[src/rtl/shift_reg_univ.sv]
// Purpose: universal N-bit shift register with selectable direction and fill, and a frame counter.
// Latency: one edge from load/shift to q, dout and done; dout is combinational from q and dir.
// Backpressure: none; en=0 holds q and cnt, and load_en overrides en on the same edge.
//
// Ports:
//   clk      rising-edge clock
//   res_n    asynchronous active-low reset (q=RESET_VAL, cnt=0, done=0)
//   load_en  parallel load strobe; restarts the frame counter
//   load     parallel load data
//   en       shift enable, one position per edge
//   dir      0 = shift toward bit 0, 1 = shift toward bit N-1
//   mode     fill for the vacated bit: 00 din, 01 rotate, 10 arithmetic, 11 zero
//   din      serial input, only used when mode=00
//   dout     serial output: q[0] (dir=0) or q[N-1] (dir=1)
//   q        parallel register contents
//   done     one-cycle pulse on the Nth shift since the last load or reset
module shift_reg_univ #(
  parameter int           N         = 8,
  parameter logic [N-1:0] RESET_VAL = '0
) (
  input  logic         clk,
  input  logic         res_n,
  input  logic         load_en,
  input  logic [N-1:0] load,
  input  logic         en,
  input  logic         dir,
  input  logic [1:0]   mode,
  input  logic         din,
  output logic         dout,
  output logic [N-1:0] q,
  output logic         done
);

  localparam int            CW      = $clog2(N);
  localparam logic [CW-1:0] CNT_MAX = CW'(N - 1);
  localparam logic [CW-1:0] CNT_ONE = CW'(1);

  logic [CW-1:0] cnt;
  logic          fill;
  logic [N-1:0]  shifted;

  // Fill bit for the position vacated by this shift. din is only looked at
  // in serial mode, so an undriven din cannot leak into q.
  always_comb begin
    fill = 1'b0;
    case (mode)
      2'b00:   fill = din;
      2'b01:   fill = dir ? q[N-1] : q[0];   // the bit being shifted out
      2'b10:   fill = dir ? 1'b0 : q[N-1];   // sign extend only on right shifts
      default: fill = 1'b0;
    endcase
  end

  always_comb begin
    shifted = q;
    if (dir) shifted = {q[N-2:0], fill};
    else     shifted = {fill, q[N-1:1]};
  end

  assign dout = dir ? q[N-1] : q[0];

  always_ff @(posedge clk or negedge res_n) begin
    if (!res_n) begin
      q    <= RESET_VAL;
      cnt  <= '0;
      done <= 1'b0;
    end else if (load_en) begin
      q    <= load;
      cnt  <= '0;
      done <= 1'b0;
    end else if (en) begin
      q <= shifted;
      // The Nth shift of a frame wraps the counter and raises done for one cycle.
      if (cnt == CNT_MAX) begin
        cnt  <= '0;
        done <= 1'b1;
      end else begin
        cnt  <= cnt + CNT_ONE;
        done <= 1'b0;
      end
    end else begin
      done <= 1'b0;
    end
  end

endmodule

[config.mk]
export PLATFORM = sky130hd
export DESIGN_NAME = shift_reg_univ
export DESIGN_NICKNAME = d
export VERILOG_FILES = /design/src/rtl/shift_reg_univ.sv
export SDC_FILE = /design/constraint.sdc
export NUM_CORES = 1
export LEC_CHECK = 0
export CAP_MARGIN = 20
export CORE_UTILIZATION = 45
export DETAILED_ROUTE_END_ITERATION = 7
export GPL_ROUTABILITY_DRIVEN = 0
export HOLD_SLACK_MARGIN = 0.05
export PLACE_DENSITY = 0.88
export SLEW_MARGIN = 20
export SYNTH_ARGS = -nofsm -noshare
export SYNTH_HDL_FRONTEND = slang
export SYNTH_SLANG_ARGS = --single-unit
[constraint.sdc]
create_clock -name clk -period 4 [get_ports clk]
set_clock_uncertainty 0.15 [all_clocks]
set_input_delay 0.8 -clock clk [delete_from_list [all_inputs] [get_ports clk]]
set_output_delay 0.8 -clock clk [all_outputs]
set_load 0.1 [all_outputs]
==> impl_metrics.toml, run 1 <==
[sta]
finalSetupTns_ns = 0
worstMarginPinSlew_ns = 0.9723
rsz0062_at_grt = "no"
fin_crit_ns = 3.113
period_share_pct = 77.82
setup_violations = 0
hold_violations = 0
timing.final.max_slew_violations = 0
fmax_ghz = 0.3212
relSlewSlack_pct = 34.98

[clock_tree]
postCtsHoldBufs = 0
htree_levels = 1
post_cts_resized = 0
cts_tree = "yes"
post_cts_buffers = 0
clockBufferDepth = 2
cts.sinks = 12
root_buffer = "clkbuf_4"
cts_buffers = 3
clk_pin_slew_ns = 0.07
clock_latency_ns = 0.27

[floorplan]
die_x_um = 41.14
core_sq_um = 1366
io_pins = 26
placementRows = 13
die_h_um = 41.14
die_area_sq_um = 1693
initial_core_util_pct = 50.46

[synth]
async_flop_share_pct = 100.0
synth_mux_area_share_pct = 17.60
yosysWarnings = 0
synth_compound_area_share_pct = 19.78
synth-main-ff-cell = "dfrtp_1"
synth.distinct_cells = 22
synth_top_family_by_area = "compound AO/OA/AOI/OAI gates"
synth-xor-area-share_pct = 0
ys_seq_area_share_pct = 43.56
synthSimpleGateAreaFrac_pct = 9.982
synth_fa_ha_area_share_pct = 3.630
synth.avg_cell_area_sq_um = 10.29
syn-num-nets = 85
synth_edf_count = 0
synth_cells = 67
synth.cell_area_sq_um = 689.4
synth-seq-cells = 12

[route]
via_per_inst = 5.321
wl_um = 1391
dr_total_vias = 564
ant_nets = 0
dr.pass1.iters = 4
avgRoutedWirePerCell_um = 13.12
drt_iter0_markers = 5
drc_errors = 0

[setup_path]
startpoint_type = "primary input"
cp.required_ns = 3.05
worstPathMaxFanout = 9
cp-end-kind = "primary output"
path_class = "primary input to primary output"
arrival_ns = 2.16
rrSetupSlack_ns = 2.66

[cells_and_area]
finalInstanceArea_sq_um = 962.2
syn2layout_area_growth_pct = 39.56
mostFrequentLayoutCells = "clkdlybuf4s50_1 (24), nor2_1 (12), dfrtp_1 (12)"
n_antenna_cell = 0
drive_gt1_share_pct = 8.791
nets = 110
final_common_cell = "clkdlybuf4s50_1"

[power_and_ir_drop]
power_density_nw_per_um2 = 401.4
ir_drop_uv = 199.3
leakage_nw = 0.4665
finalPower_w = 0.0003862

[global_routing]
grt_max_degree = 21
grt_pass1_vias = 477
antenna_found_initial = 0
grt-ovfl-total = 0
grt_pass1_wl_um = 2014
track_usage_pct = 18.94

[hold_path]
min_path_type = "flip-flop to flip-flop"

[placement]
dp_hpwl_um = 1017
io_buffers = 25
placed_cell_area_sq_um = 925.9

[flow_run]
max_cap_viol_count = 0

[outcome]
status = "completed"
-- layout make-up --
cell class	instances	area (sq um)
timing repair buffer	25	247.7
multi-input combinational	48	351.6
clock buffer	4	36.28
fill	114	404.1
tap	15	18.77
sequential	12	300.3
inverter	2	7.507
-- metrics by stage --
step           utilization (%)  instances  hold slack (ns)  setup slack, ns
2_1_floorplan                -         67           0.3403            1.439
3_3_place_gp             67.77        102           0.3577           0.9052
3_5_place_dp             67.77        102           0.3733           0.8913
4_1_cts                  70.42        106           0.3936           0.8725
5_1_grt                  70.42        106           0.4358           0.8126
6_report                 70.42        106           0.3831           0.8871
-- state kept, by name, indices dropped and copies added (netlist names) --
signal and flops:
q 8, cnt 3, done 1
-- logic make-up (layout without fill, tap and decap cells) --
group / Yosys count / after routing
multiplexers: 12 / 12
AO/OA/AOI/OAI: 18 / 18
buffers and inverters: 7 / 31
flip-flops: 12 / 12
adder cells (fa/ha/maj): 2 / 2
AND/OR/NAND/NOR: 16 / 16
-- metal layers --
| metal | wire (um) | global-route usage (%) |
|---|---|---|
| met2 | 669 | 30.47 |
| met5 | 0 | 0 |
| met1 | 653 | 24.08 |
| met4 | 0 | 9.677 |
| met3 | 68 | 3.261 |
-- path summary, 6_finish.rpt --
path,start,end,depth (start not counted)
worst max-delay path,dir,dout,3
worst min-delay path,cnt[1],cnt[1],2
worst max register to register,cnt[0],cnt[2],4
worst min register to register,cnt[1],cnt[1],2
max in group asynchronous,res_n,q[4],1
min in group asynchronous,res_n,q[1],1
-- synth_stat cells (2+ instances only) --
| library cell | n | area (sq um) |
|---|---|---|
| a211oi_1 | 6 | 45.04 |
| a21o_1 | 6 | 45.04 |
| buf_2 | 3 | 15.01 |
| dfrtp_1 | 12 | 300.3 |
| ha_1 | 2 | 25.02 |
| mux2i_1 | 11 | 110.1 |
| nor2_1 | 12 | 45.04 |
-- worst max-delay path, cell delays in order --
cell and delay [ns]:
clkdlybuf4s50_1 0.74, mux2_2 0.38, buf_4 0.23
-- report_power, final --
group | internal (W) | switching [W] | leakage, nW
clock network | 0.0000553 | 0.0000403 | 0.0210
registers | 0.000131 | 0.0000108 | 0.150
logic | 0.0000479 | 0.000101 | 0.295
Note: power is estimated with default switching activity, not from simulation.
==> inputs of run 2 (changes only) <==
- CORE_UTILIZATION: 45 -> 38
- PLACE_DENSITY: 0.88 -> 0.8
- clock period: 4 -> 2.55 ns (I/O delays scaled with it)
==> run 2 against run 1 <==
Effect of this change:
- flip-flop and latch count is the same
- non-clock buffer count grew 1
- sequential share of layout area grew 0.12 points
- worst hold slack gained 0.00096 ns
- register-to-register slack lost 1.5 ns
- routed wire length shrank 0.79%
- critical path type unchanged
- critical endpoint unchanged
- largest cell class unchanged
- largest power group unchanged
==> impl_metrics.toml, run 2 (synthesized netlist as in run 1, its figures left out) <==
[outcome]
status = "completed"

[cells_and_area]
nets = 111
largest_reg_flops = 8
n_fill_cell = 150
drive_gt1_share_pct = 18.68
regMostFlops = "q"
final_common_cell = "clkdlybuf4s50_1"
finalInstanceArea_sq_um = 958.4
mostFrequentLayoutCells = "clkdlybuf4s50_1 (15), nor2_1 (12), dfrtp_1 (12)"
ff_latch_area_sq_um = 300.3
n_antenna_cell = 0
reg.largest.list = "q: 8 flops, cnt: 3 flops, done: 1 flops"
final_core_util_pct = 56.12
multi_input_area_sq_um = 351.6
syn2layout_area_growth_pct = 39.02

[power_and_ir_drop]
finalPower_w = 0.0005737
ir_drop_uv = 336.2
leakage_nw = 0.4787
power_density_nw_per_um2 = 598.5

[hold_path]
min_path_type = "flip-flop to flip-flop"

[clock_tree]
cts.sinks = 12
clk_pin_slew_ns = 0.07
root_buffer = "clkbuf_4"
htree_levels = 1
postCtsHoldBufs = 0
post_cts_buffers = 0
cts_buffers = 3
clockBufferDepth = 2
cts_tree = "yes"
post_cts_resized = 0
clock_latency_ns = 0.27

[route]
dr_total_vias = 584
avgRoutedWirePerCell_um = 11.90
ant_nets = 0
drt_iter0_markers = 15
drc_errors = 0
wl_um = 1380
via_per_inst = 5.034
dr.pass1.iters = 4

[global_routing]
antenna_found_initial = 0
grt_pass1_wl_um = 2290
grt-ovfl-total = 0
grt_max_degree = 21
grt_pass1_vias = 535
track_usage_pct = 15.82

[setup_path]
path_class = "primary input to primary output"
startpoint_type = "primary input"
rrSetupSlack_ns = 1.19
cp.required_ns = 1.89
arrival_ns = 1.52
cp-end-kind = "primary output"
worstPathMaxFanout = 2

[floorplan]
die_area_sq_um = 1989
initial_core_util_pct = 40.37
die_h_um = 44.60
placementRows = 15
core_sq_um = 1708
io_pins = 26
die_x_um = 44.60

[sta]
rsz0062_at_grt = "no"
fin_crit_ns = 2.179
hold_violations = 0
timing.final.max_slew_violations = 0
worstMarginPinSlew_ns = 0.7037
setup_violations = 0
fmax_ghz = 0.4590
holdWs_ns = 0.3841
finalSetupTns_ns = 0
period_share_pct = 85.44
relSlewSlack_pct = 52.94

[flow_run]
max_cap_viol_count = 0

[placement]
placed_cell_area_sq_um = 935.9
io_buffers = 25
## run 2: changes by cell type in the layout (fill, tap and decap cells not counted), sizes merged
cell           change
buf               +10
clkdlybuf4s50      -9
clkbuf             -1
## run 2: layer usage
metal	vias to the layer above	GRT usage, %	routed length, um
li1	296	-	-
met3	2	2.857	64
met2	16	21.47	607
met4	0	7.273	8
met5	-	0	0
met1	270	23.93	700
## run 2: area by class of cell
type / instances / share of cell area [%]
clock buffer: 3 / 2.350
inverter: 2 / 0.7833
multi-input combinational: 48 / 36.68
sequential: 12 / 31.33
tap: 25 / 3.264
timing repair buffer: 26 / 25.59
## run 2: worst paths after layout
kind	startpoint	cells after the start	endpoint
max	dir	3	dout
min	cnt[1]	2	cnt[1]
max reg2reg	cnt[0]	4	cnt[2]
min reg2reg	cnt[1]	2	cnt[1]
max in group asynchronous	res_n	1	q[7]
min in group asynchronous	res_n	1	q[1]
## run 2: worst max-delay path, stage by stage
cell             delay, ns
clkdlybuf4s50_1       0.48
mux2_2                0.36
buf_12                0.17
## run 2: through the flow
stage	worst slack, ns	std cells
5_1_grt	0.3448	116
6_report	0.3712	116
4_1_cts	0.3670	116
2_1_floorplan	0.2793	67
3_3_place_gp	0.3624	113
3_5_place_dp	0.3670	113
## run 2: power breakdown
part	switching (W)	total (W)	internal, W
Combinational	0.000159	0.000236	0.0000766
Clock	0.0000593	0.000114	0.0000545
Sequential	0.0000180	0.000224	0.000206
